===== config.mk =====
export PLATFORM = sky130hd
export DESIGN_NAME = dino_jump_ctrl
export DESIGN_NICKNAME = d
export VERILOG_FILES = /design/src/rtl/dino_jump_ctrl.sv
export SDC_FILE = /design/constraint.sdc
export NUM_CORES = 1
export LEC_CHECK = 0
export ABC_AREA = 0
export BUFFER_PORTS_ARGS = -buffer_cell sky130_fd_sc_hd__buf_2
export CAP_MARGIN = 20
export CELL_PAD_IN_SITES_DETAIL_PLACEMENT = 1
export CELL_PAD_IN_SITES_GLOBAL_PLACEMENT = 2
export CORE_MARGIN = 2
export CORE_UTILIZATION = 36
export CTS_CLUSTER_DIAMETER = 200
export DETAILED_ROUTE_END_ITERATION = 6
export HOLD_SLACK_MARGIN = 0.12
export PLACE_DENSITY_LB_ADDON = 0.12
export REMOVE_ABC_BUFFERS = 1
export SLEW_MARGIN = 20
export SYNTH_ARGS = -nofsm -noshare
export SYNTH_HDL_FRONTEND = slang
export SYNTH_SLANG_ARGS = --single-unit

===== constraint.sdc =====
create_clock -name clk -period 3.5 [get_ports clk]
set_input_delay 0.7 -clock clk [delete_from_list [all_inputs] [get_ports clk]]
set_output_delay 0.7 -clock clk [all_outputs]
set_load 0.05 [all_outputs]

===== src/rtl/dino_jump_ctrl.sv =====
// Dino jump controller: ground/rise/fall FSM with a fixed-shape jump arc,
// a one-deep landing jump buffer, freeze hold and leg animation toggle.
//
// Ports:
//   clk       system clock, rising-edge
//   rst       async active-low reset
//   tick      step strobe, advances the jump arc one step
//   leg_tick  animation strobe, toggles leg_sel while grounded
//   jump_req  one-cycle jump request
//   freeze    level, holds all state and outputs while high
//   y_pos     registered sprite top-left row
//   airborne  high in RISE or FALL
//   landed    one-cycle pulse on the landing step
//   leg_sel   0 = left leg up, 1 = right leg up
module dino_jump_ctrl #(
  parameter logic [8:0] GROUND_Y = 9'd146,
  parameter logic [5:0] BUF_WIN  = 6'd8
) (
  input  logic       clk,
  input  logic       rst,
  input  logic       tick,
  input  logic       leg_tick,
  input  logic       jump_req,
  input  logic       freeze,
  output logic [8:0] y_pos,
  output logic       airborne,
  output logic       landed,
  output logic       leg_sel
);

  localparam logic [1:0] S_GND  = 2'd0;
  localparam logic [1:0] S_RISE = 2'd1;
  localparam logic [1:0] S_FALL = 2'd2;

  localparam logic [5:0] LAST_RISE = 6'd31;
  localparam logic [5:0] LAST_STEP = 6'd63;

  logic [1:0] state_q, state_d;
  logic [5:0] step_q, step_d;
  logic [8:0] y_q, y_d;
  logic       pend_q, pend_d;
  logic       land_q, land_d;
  logic       leg_q, leg_d;
  logic       air_q, air_d;

  logic [8:0] dy;
  logic       in_win;
  logic       pend_now;

  // Signed step size as a 9-bit two's complement addend;
  // the arc sums to zero over 64 steps.
  always_comb begin
    dy = 9'd0;
    unique case (1'b1)
      (step_q <= 6'd9):
        dy = 9'h1FA;
      (step_q >= 6'd10 && step_q <= 6'd19):
        dy = 9'h1FC;
      (step_q >= 6'd20 && step_q <= 6'd31):
        dy = 9'h1FE;
      (step_q >= 6'd32 && step_q <= 6'd43):
        dy = 9'd2;
      (step_q >= 6'd44 && step_q <= 6'd53):
        dy = 9'd4;
      default:
        dy = 9'd6;
    endcase
  end

  // Widened compare so BUF_WIN = 0 means an empty window.
  assign in_win =
    ({1'b0, step_q} >= (7'd64 - {1'b0, BUF_WIN}));

  always_comb begin
    state_d  = state_q;
    step_d   = step_q;
    y_d      = y_q;
    pend_d   = pend_q;
    land_d   = 1'b0;
    leg_d    = leg_q;
    pend_now = 1'b0;
    if (!freeze) begin
      unique case (state_q)
        S_GND: begin
          if (leg_tick) begin
            leg_d = ~leg_q;
          end
          // A tick in the accept cycle is not a step.
          if (jump_req) begin
            state_d = S_RISE;
            step_d  = 6'd0;
            pend_d  = 1'b0;
          end
        end
        S_RISE: begin
          if (tick) begin
            y_d    = y_q + dy;
            step_d = step_q + 6'd1;
            if (step_q == LAST_RISE) begin
              state_d = S_FALL;
            end
          end
        end
        S_FALL: begin
          // A request on the landing cycle itself still counts.
          pend_now = pend_q | (jump_req & in_win);
          if (tick && step_q == LAST_STEP) begin
            y_d     = GROUND_Y;
            step_d  = 6'd0;
            land_d  = 1'b1;
            pend_d  = 1'b0;
            state_d = pend_now ? S_RISE : S_GND;
          end else begin
            pend_d = pend_now;
            if (tick) begin
              y_d    = y_q + dy;
              step_d = step_q + 6'd1;
            end
          end
        end
        default: begin
          state_d = S_GND;
          step_d  = 6'd0;
          y_d     = GROUND_Y;
          pend_d  = 1'b0;
        end
      endcase
    end
  end

  assign air_d = (state_d != S_GND);

  always_ff @(posedge clk or negedge rst) begin
    if (!rst) begin
      state_q <= S_GND;
      step_q  <= 6'd0;
      y_q     <= GROUND_Y;
      pend_q  <= 1'b0;
      land_q  <= 1'b0;
      leg_q   <= 1'b0;
      air_q   <= 1'b0;
    end else begin
      state_q <= state_d;
      step_q  <= step_d;
      y_q     <= y_d;
      pend_q  <= pend_d;
      land_q  <= land_d;
      leg_q   <= leg_d;
      air_q   <= air_d;
    end
  end

  assign y_pos    = y_q;
  assign airborne = air_q;
  assign landed   = land_q;
  assign leg_sel  = leg_q;

endmodule


==> results.py, run 1 <==
metrics = {
    "status": {
        "status": "finished clean",
    },
    "timing": {
        "hold-worst-slack_ns": 0.390,
        "fin_skew_ns": 0.00217,
        "fmax_ghz": 0.304,
        "hold_violations": 0,
        "setup_viol": 0,
        "max_slew_margin": 0.652,
        "finalMaxSlewViolations": 0,
        "worst-slew-pin-transition_ns": 0.522,
        "period_minus_slack_ns": 3.29,
        "fin_crit_sh": 0.941,
    },
    "clock_tree": {
        "ctsRootBufferMaster": "clkbuf_8",
        "cts_buffers": 3,
        "h-tree-depth": 1,
        "ctsLongestPathBuffers": 2,
        "clk_latency_ns": 0.26,
        "tritoncts": "done",
        "clkTransAtPathRegs_ns": 0.08,
        "cts_sinks": 20,
        "cts.hold.buffers_added": 0,
    },
    "logic_synthesis": {
        "synth_seq_cells": 20,
        "synthFlopType": "dfrtp_1",
        "async_flop_share": 1.00,
        "synth_edf_count": 0,
        "syn_inst": 176,
        "syn_area_mm2": 0.00158,
        "yosys.cell_types.count": 52,
        "syn_avg_cell_area_um2": 8.96,
        "ys_warn_count": 0,
        "yosysSeqAreaShare": 0.320,
    },
    "placement": {
        "io_buffers": 16,
        "hpwlAfterDp_um": 2960,
        "gp_congestion": 0.763,
        "post_dp_cell_area_mm2": 0.00169,
    },
    "critical_path": {
        "critical-path-max-stage-delay_ns": 0.43,
        "cp.arrival_ns": 3.43,
        "reg2regPathDepth": 14,
        "slowest_stage": "dfrtp_2",
        "critPathTopFamily": "compound AO/OA/AOI/OAI gates",
        "worstSetupStartpoint": "step_q[1]",
        "critical_path.cell_chain": "buf_4, ha_1, nor4_2, a2111oi_4, buf_4, a21oi_2, inv_1, ha_1, a21o_1, a21o_1, a221oi_2, xor2_1, and2_4, o311ai_2",
        "critPathBufInv": 3,
        "end_kind": "register",
        "r2r_slack_ns": 0.21,
        "worstPathRequired_ns": 3.63,
        "cp-start-kind": "register",
        "rr_startpoint": "step_q[1]",
        "reg2reg_to": "y_pos[8]",
        "critPathMaxFanout": 5,
        "crit_type": "reg2reg",
    },
    "die": {
        "coreArea_mm2": 0.00429,
        "die_y_um": 70.2,
        "start_util": 0.367,
        "die_w_um": 70.2,
        "dieArea_mm2": 0.00493,
        "io-pin-count": 18,
        "rows": 24,
    },
    "global_route": {
        "grt_pass1_vias": 1364,
        "grt_pass1_wl_um": 6640,
        "gr-usage-all-layers": 0.168,
        "antenna_found_initial": 0,
        "grt_max_degree": 21,
        "grt_overflow": 0,
    },
    "routing": {
        "drt_wl_total_um": 3970,
        "drtPass1Iterations": 4,
        "antenna_left": 0,
        "dr.first_iter.drc_count": 32,
        "vias": 1358,
        "drt-vias-per-instance": 5.50,
        "wl_per_cell_um": 16.1,
        "drcViolationCount": 0,
    },
    "finish": {
        "final_cell_mix": "nor2_1, ha_1, buf_2",
        "layout_commonest_cell": "nor2_1",
        "final_nets": 219,
        "fill_cells": 505,
        "area_growth_pct": 13.4,
        "diodes": 0,
        "design_area_mm2": 0.00179,
        "drive_above_1_share": 0.221,
    },
    "power": {
        "peakVddDrop_mv": 0.320,
        "total_leakage_power_uw": 0.000808,
        "pwr_density_cell_mw_per_mm2": 718,
        "power.total_uw": 1290,
    },
    "hold_path": {
        "hold_class": "in2async",
    },
    "run": {
        "drv_cap": 0,
    },
}
Yosys cell counts, types with 3 or more instances:
library cell,n,area (um2)
nor2_1,19,71.3
dfrtp_1,17,425
ha_1,16,200
nand2_1,14,52.6
a21oi_1,10,50.1
o21ai_0,10,50.1
inv_1,9,33.8
a22o_1,8,70.1
o21ai_1,5,25.0
a21o_1,4,30.0
nand3_1,4,20.0
nor3_1,4,20.0
xnor2_1,4,35.0
xor2_1,4,35.0
buf_4,3,22.5
clkbuf_1,3,11.3
dfstp_2,3,78.8
flip-flops by register name, summed over array words and instances, names as in the netlist:
name      flops
airborne      1
landed        1
leg_sel       1
pend_q        1
state_q       2
step_q        6
y_pos         8
cells by family after synthesis:
| logic type | after synthesis | share of synthesized area |
|---|---|---|
| buf+inv | 17 | 0.0531 |
| other cells | 1 | 0.00238 |
| compound gates | 57 | 0.267 |
| simple gates | 55 | 0.167 |
| mux | 1 | 0.00634 |
| xor+xnor | 8 | 0.0444 |
| fa+ha+maj | 17 | 0.140 |
| flops | 20 | 0.320 |
worst max path at each step:
stage	cells after the start	to	slack (ns)
floorplan	13	y_pos[7]	0.41
global placement	13	y_pos[7]	0.24
detailed placement	13	y_pos[7]	0.10
CTS	13	y_pos[7]	0.07
global route	12	y_pos[8]	-0.02
finish	14	y_pos[8]	0.21
routing by layer:
metal,global-route usage,part of all wire,vias up
met2,0.293,0.48,15
met4,0.0385,0.0096,0
met3,0.0231,0.019,4
met5,0,0,-
met1,0.222,0.49,667
li1,-,-,672
stage by stage:
stage,util,instances,setup TNS [ns],setup slack (ns)
final,0.417,247,0,0.206
after global routing,0.417,247,-0.0224,-0.0224
after CTS,0.406,242,0,0.0746
after detailed placement,0.393,238,0,0.102
after global placement,0.393,238,0,0.244
after floorplan,-,168,0,0.410
final cells by class:
cell class | instances | area, um2 | share of cell area
Sequential cell | 20 | 507 | 0.283
Timing Repair Buffer | 23 | 133 | 0.0741
Inverter | 9 | 33.8 | 0.0189
Clock buffer | 4 | 55.1 | 0.0308
Multi-Input combinational cell | 139 | 996 | 0.557
Tap cell | 52 | 65.1 | 0.0364
worst reg2reg max path: stages (launching register included):
cell       delay [ns]
dfrtp_2          0.43
buf_4            0.16
ha_1             0.20
nor4_2           0.27
a2111oi_4        0.09
buf_4            0.15
a21oi_2          0.17
inv_1            0.14
ha_1             0.37
a21o_1           0.20
a21o_1           0.18
a221oi_2         0.30
xor2_1           0.25
and2_4           0.18
o311ai_2         0.07
power breakdown:
| part | internal, uW | total (uW) | switching, uW |
|---|---|---|---|
| logic | 269 | 743 | 474 |
| clock network | 100 | 186 | 85.6 |
| registers | 302 | 357 | 55.0 |
| total | 671 | 1290 | 615 |
what timing repair did:
action                                  CTS  global route
endpoints found under the setup margin    0             2
buffers inserted                          0             5
gates resized for setup                   0             5
No activity file was read; power rests on OpenSTA's default activity.
==> inputs of run 2 (changes only) <==
CORE_UTILIZATION = 32   (was 36)
clock period = 2.8 ns   (was 3.5 ns; I/O delays follow)
==> results.py, run 2 (synthesized netlist as in run 1, its figures left out) <==
metrics = {
    "status": {
        "status": "finished, violations left",
        "violations": "setup timing",
    },
    "global_route": {
        "grt_pass1_vias": 1532,
        "grt_pass1_wl_um": 7650,
        "antenna_found_initial": 0,
        "grt_overflow": 0,
        "grt_max_degree": 21,
        "gr-usage-all-layers": 0.180,
    },
    "die": {
        "die_w_um": 74.2,
        "start_util": 0.334,
        "die_y_um": 74.2,
        "coreArea_mm2": 0.00472,
        "rows": 25,
        "dieArea_mm2": 0.00551,
        "io-pin-count": 18,
    },
    "critical_path": {
        "r2r_slack_ns": -0.14,
        "critPathMaxFanout": 4,
        "cp-start-kind": "register",
        "crit_end": "y_pos[7]",
        "cp_common_cell": "a21oi_2",
        "reg2reg_to": "y_pos[7]",
        "cp.arrival_ns": 3.13,
        "worstSetupStartpoint": "step_q[0]",
        "reg2regPathDepth": 13,
        "critPathBufInv": 0,
        "crit_type": "reg2reg",
        "critical-path-max-stage-delay_ns": 0.44,
        "end_kind": "register",
        "rr_startpoint": "step_q[0]",
        "critical_path.cell_chain": "ha_2, nor2b_4, a2111oi_4, a21oi_2, or3_4, ha_4, fa_2, a21o_1, a21oi_2, o21ai_1, xor2_1, nor3_1, nor2_1",
        "cp.depth": 13,
        "worstPathRequired_ns": 3.00,
        "critPathTopFamily": "compound AO/OA/AOI/OAI gates",
        "slowest_stage": "dfrtp_1",
    },
    "finish": {
        "design_area_mm2": 0.00218,
        "area_growth_pct": 38.1,
        "largest_reg_flops": 8,
        "fin_util": 0.461,
        "fill_cells": 576,
        "layout_commonest_cell": "buf_4",
        "regArea_um2": 504,
        "final_cell_mix": "buf_4, nor2_1, dfrtp_1",
        "drive_above_1_share": 0.401,
        "multi_input_area_mm2": 0.00115,
        "final_nets": 246,
        "diodes": 0,
    },
    "routing": {
        "drtPass1Iterations": 4,
        "drcViolationCount": 0,
        "dr.first_iter.drc_count": 12,
        "vias": 1460,
        "drt-vias-per-instance": 5.05,
        "wl_per_cell_um": 15.9,
        "antenna_left": 0,
        "drt_wl_total_um": 4580,
    },
    "timing": {
        "rsz0062_at_grt": "true",
        "max_slew_margin": 0.623,
        "finalMaxSlewViolations": 0,
        "fin_ws_ns": -0.135,
        "fin_skew_ns": 0.00816,
        "worst-slew-pin-transition_ns": 0.566,
        "fin_crit_sh": 1.05,
        "setup_viol": 4,
        "hold-worst-slack_ns": 0.263,
        "period_minus_slack_ns": 2.94,
        "hold_violations": 0,
        "fmax_ghz": 0.341,
    },
    "power": {
        "pwr_density_cell_mw_per_mm2": 812,
        "peakVddDrop_mv": 0.441,
        "power.total_uw": 1770,
        "total_leakage_power_uw": 0.000960,
    },
    "clock_tree": {
        "ctsLongestPathBuffers": 2,
        "ctsRootBufferMaster": "clkbuf_8",
        "cts_sinks": 20,
        "h-tree-depth": 1,
        "clkTransAtPathRegs_ns": 0.08,
        "tritoncts": "done",
        "cts.hold.buffers_added": 0,
        "clk_latency_ns": 0.26,
        "cts_buffers": 3,
    },
    "placement": {
        "io_buffers": 16,
        "hpwlAfterDp_um": 3330,
        "post-place-ws_ns": -0.400,
        "post_dp_cell_area_mm2": 0.00193,
        "gp_congestion": 0.738,
    },
    "hold_path": {
        "hold_class": "in2async",
    },
    "run": {
        "drv_cap": 0,
    },
}
run 2: changes by cell type in the layout (fill, tap and decap cells not counted), moves of 3 or more:
cell / previous run / this run
buf_6: 0 / 3
inv_1: 9 / 6
buf_4: 7 / 31
ha_1: 16 / 7
ha_4: 0 / 8
o21ai_0: 9 / 6
run 2: worst reg2reg max path: stages (launching register included):
cell and delay (ns):
dfrtp_1 0.44, ha_2 0.22, nor2b_4 0.13, a2111oi_4 0.32
a21oi_2 0.06, or3_4 0.38, ha_4 0.18, fa_2 0.35
a21o_1 0.19, a21oi_2 0.17, o21ai_1 0.09, xor2_1 0.15
nor3_1 0.13, nor2_1 0.06
run 2: metrics by stage:
stage / TNS [ns] / cells
2_1_floorplan: -0.548 / 168
3_3_place_gp: -0.965 / 283
3_5_place_dp: -1.44 / 283
4_1_cts: -0.355 / 289
5_1_grt: -1.08 / 289
6_report: -0.369 / 289
run 2: worst min-delay path by stage:
stage                     startpoint        end  slack [ns]  cells after the start
after detailed placement     leg_sel    leg_sel        0.47                      1
after CTS                        rst  step_q[4]        0.27                      1
final                            rst  step_q[4]        0.26                      1
after floorplan                  rst   airborne        0.26                      0
after global routing             rst  step_q[4]        0.28                      1
after global placement       leg_sel    leg_sel        0.45                      1
run 2: repair_timing:
action	4_1_cts	5_1_grt
resized for setup	34	6
endpoints found under the setup margin	6	6
setup buffers	2	0
pin swaps	10	4
run 2: power breakdown:
part | leakage, uW | internal [uW] | switching, uW
logic | 0.000669 | 448 | 640
registers | 0.000262 | 377 | 79.2
clock network | 0.0000288 | 125 | 102
run 2: area by class of cell:
cell class,instances,area share
clock buffers,4,0.0253
inverters,9,0.0178
multi-input cells,139,0.528
flip-flops and latches,20,0.231
well taps,67,0.0385
repair buffers,50,0.159
run 2: layer usage:
| layer | global-route usage | share of wire | vias to the layer above |
|---|---|---|---|
| li1 | - | - | 726 |
| met1 | 0.239 | 0.46 | 711 |
| met2 | 0.319 | 0.51 | 19 |
| met3 | 0.0285 | 0.023 | 4 |
| met4 | 0.0218 | 0.0068 | 0 |
| met5 | 0 | 0 | - |
==> inputs of run 3 (changes only) <==
CELL_PAD_IN_SITES_DETAIL_PLACEMENT = default   (was 1)
CELL_PAD_IN_SITES_GLOBAL_PLACEMENT = default   (was 2)
CORE_UTILIZATION = 52   (was 32)
==> results.py, run 3 (synthesized netlist as in run 1, its figures left out) <==
metrics = {
    "placement": {
        "hpwlAfterDp_um": 2820,
        "gp_congestion": 0.778,
        "io_buffers": 16,
    },
    "finish": {
        "area_growth_pct": 37.7,
        "final_nets": 249,
        "largest_reg_flops": 8,
        "layout_commonest_cell": "buf_4",
        "fin_util": 0.768,
        "final_cell_mix": "buf_4, nor2_1, dfrtp_1",
        "drive_above_1_share": 0.418,
        "fill_cells": 183,
        "diodes": 0,
    },
    "routing": {
        "drt-vias-per-instance": 5.98,
        "drt_wl_total_um": 4340,
        "wl_per_cell_um": 17.0,
        "vias": 1532,
        "dr.first_iter.drc_count": 121,
        "antenna_left": 0,
        "drcViolationCount": 0,
        "drtPass1Iterations": 5,
    },
    "clock_tree": {
        "clk_latency_ns": 0.32,
        "cts_sinks": 20,
        "clkTransAtPathRegs_ns": 0.14,
        "cts_buffers": 3,
        "ctsLongestPathBuffers": 2,
        "h-tree-depth": 1,
        "cts.hold.buffers_added": 0,
        "tritoncts": "done",
        "ctsRootBufferMaster": "clkbuf_4",
    },
    "critical_path": {
        "cp.arrival_ns": 3.19,
        "cp_common_cell": "buf_4",
        "slowest_stage": "dfrtp_1",
        "worstPathRequired_ns": 2.99,
        "cp-start-kind": "register",
        "critical-path-max-stage-delay_ns": 0.44,
        "crit_type": "reg2reg",
        "critical_path.cell_chain": "buf_6, ha_4, nor4_4, a2111oi_4, buf_4, a21oi_4, inv_4, buf_6, buf_4, ha_4, buf_4, a221oi_2, xor2_1, and2_4, o311ai_4",
        "end_kind": "register",
        "critPathMaxFanout": 5,
    },
    "timing": {
        "fin_skew_ns": 0.0199,
        "fin_ws_ns": -0.193,
        "period_minus_slack_ns": 2.99,
        "setup_viol": 4,
        "tns_ns": -0.424,
        "fmax_ghz": 0.334,
        "worst-slew-pin-transition_ns": 0.544,
        "fin_crit_sh": 1.07,
        "hold_violations": 0,
        "finalMaxSlewViolations": 0,
        "max_slew_margin": 0.638,
        "rsz0062_at_grt": "true",
    },
    "global_route": {
        "grt_pass1_vias": 1474,
        "grt_overflow": 0,
        "grt_pass1_wl_um": 6930,
        "gr-usage-all-layers": 0.259,
        "grt_max_degree": 21,
        "antenna_found_initial": 0,
    },
    "die": {
        "die_w_um": 59.1,
        "dieArea_mm2": 0.00349,
        "start_util": 0.558,
        "coreArea_mm2": 0.00283,
        "io-pin-count": 18,
        "rows": 19,
        "die_y_um": 59.1,
    },
    "power": {
        "total_leakage_power_uw": 0.000985,
        "pwr_density_cell_mw_per_mm2": 853,
        "peakVddDrop_mv": 0.607,
    },
    "status": {
        "status": "finished, violations left",
        "violations": "setup timing",
    },
    "hold_path": {
        "hold_class": "in2async",
    },
    "run": {
        "drv_cap": 0,
    },
}
run 3: cell types whose count changed in the layout (fill, tap and decap cells not counted), sizes merged:
cell and delta:
bufinv +1, clkbuf -1, buf +3
run 3: repair_timing:
item                       4_1_cts  5_1_grt
setup endpoints to repair        5        6
pin swaps                        6       16
setup buffers                    4        4
resized for setup               21       22
run 3: layout make-up:
| type | count | area [um2] | share of cell area |
|---|---|---|---|
| multi-input cells | 139 | 1170 | 0.538 |
| repair buffers | 53 | 373 | 0.172 |
| clock buffers | 3 | 22.5 | 0.0104 |
| flip-flops and latches | 20 | 504 | 0.232 |
| inverters | 9 | 36.3 | 0.0167 |
| well taps | 31 | 38.8 | 0.0178 |
| clock inverters | 1 | 30.0 | 0.0138 |
run 3: final timing paths:
| check | startpoint | to | slack [ns] | cells after the start |
|---|---|---|---|---|
| worst max-delay path | step_q[1] | y_pos[8] | -0.19 | 15 |
| worst min-delay path | rst | y_pos[2] | 0.17 | 1 |
| worst max register to register | step_q[1] | y_pos[8] | -0.19 | 15 |
| worst min register to register | leg_sel | leg_sel | 0.49 | 1 |
| max in group asynchronous | rst | y_pos[1] | 2.25 | 1 |
| min in group clk | leg_sel | leg_sel | 0.49 | 1 |
run 3: metal layers:
layer,global-route usage,part of all wire,vias to the layer above
li1,-,-,735
met1,0.325,0.42,738
met2,0.471,0.52,49
met3,0.0371,0.047,10
met4,0.0552,0.016,0
met5,0,0,-
run 3: critical path: cells and delay by family, from the launching register on:
family / cells / cell delay (ns)
xor gates and xnor gates: 1 / 0.22
DFF: 1 / 0.44
adders and majority gates: 2 / 0.37
AOI/OAI and AO/OA: 4 / 0.61
and+or+nand+nor: 2 / 0.47
buffers and inverters: 6 / 0.77
run 3: per-stage QoR:
step	worst slack, ns	hold slack, ns	power, uW	instance area [um2]	std cells
after floorplan	-0.290	0.264	1150	1530	168
after global placement	-0.254	0.454	1400	1860	244
after detailed placement	-0.355	0.465	1430	1860	244
after CTS	-0.211	0.201	1720	2040	252
after global routing	-0.327	0.200	1960	2170	256
final	-0.193	0.172	1850	2170	256
run 3: power breakdown:
group	switching, uW	internal [uW]
sequential	84.2	377
clock	99.8	145
combinational	670	479
total	854	1000
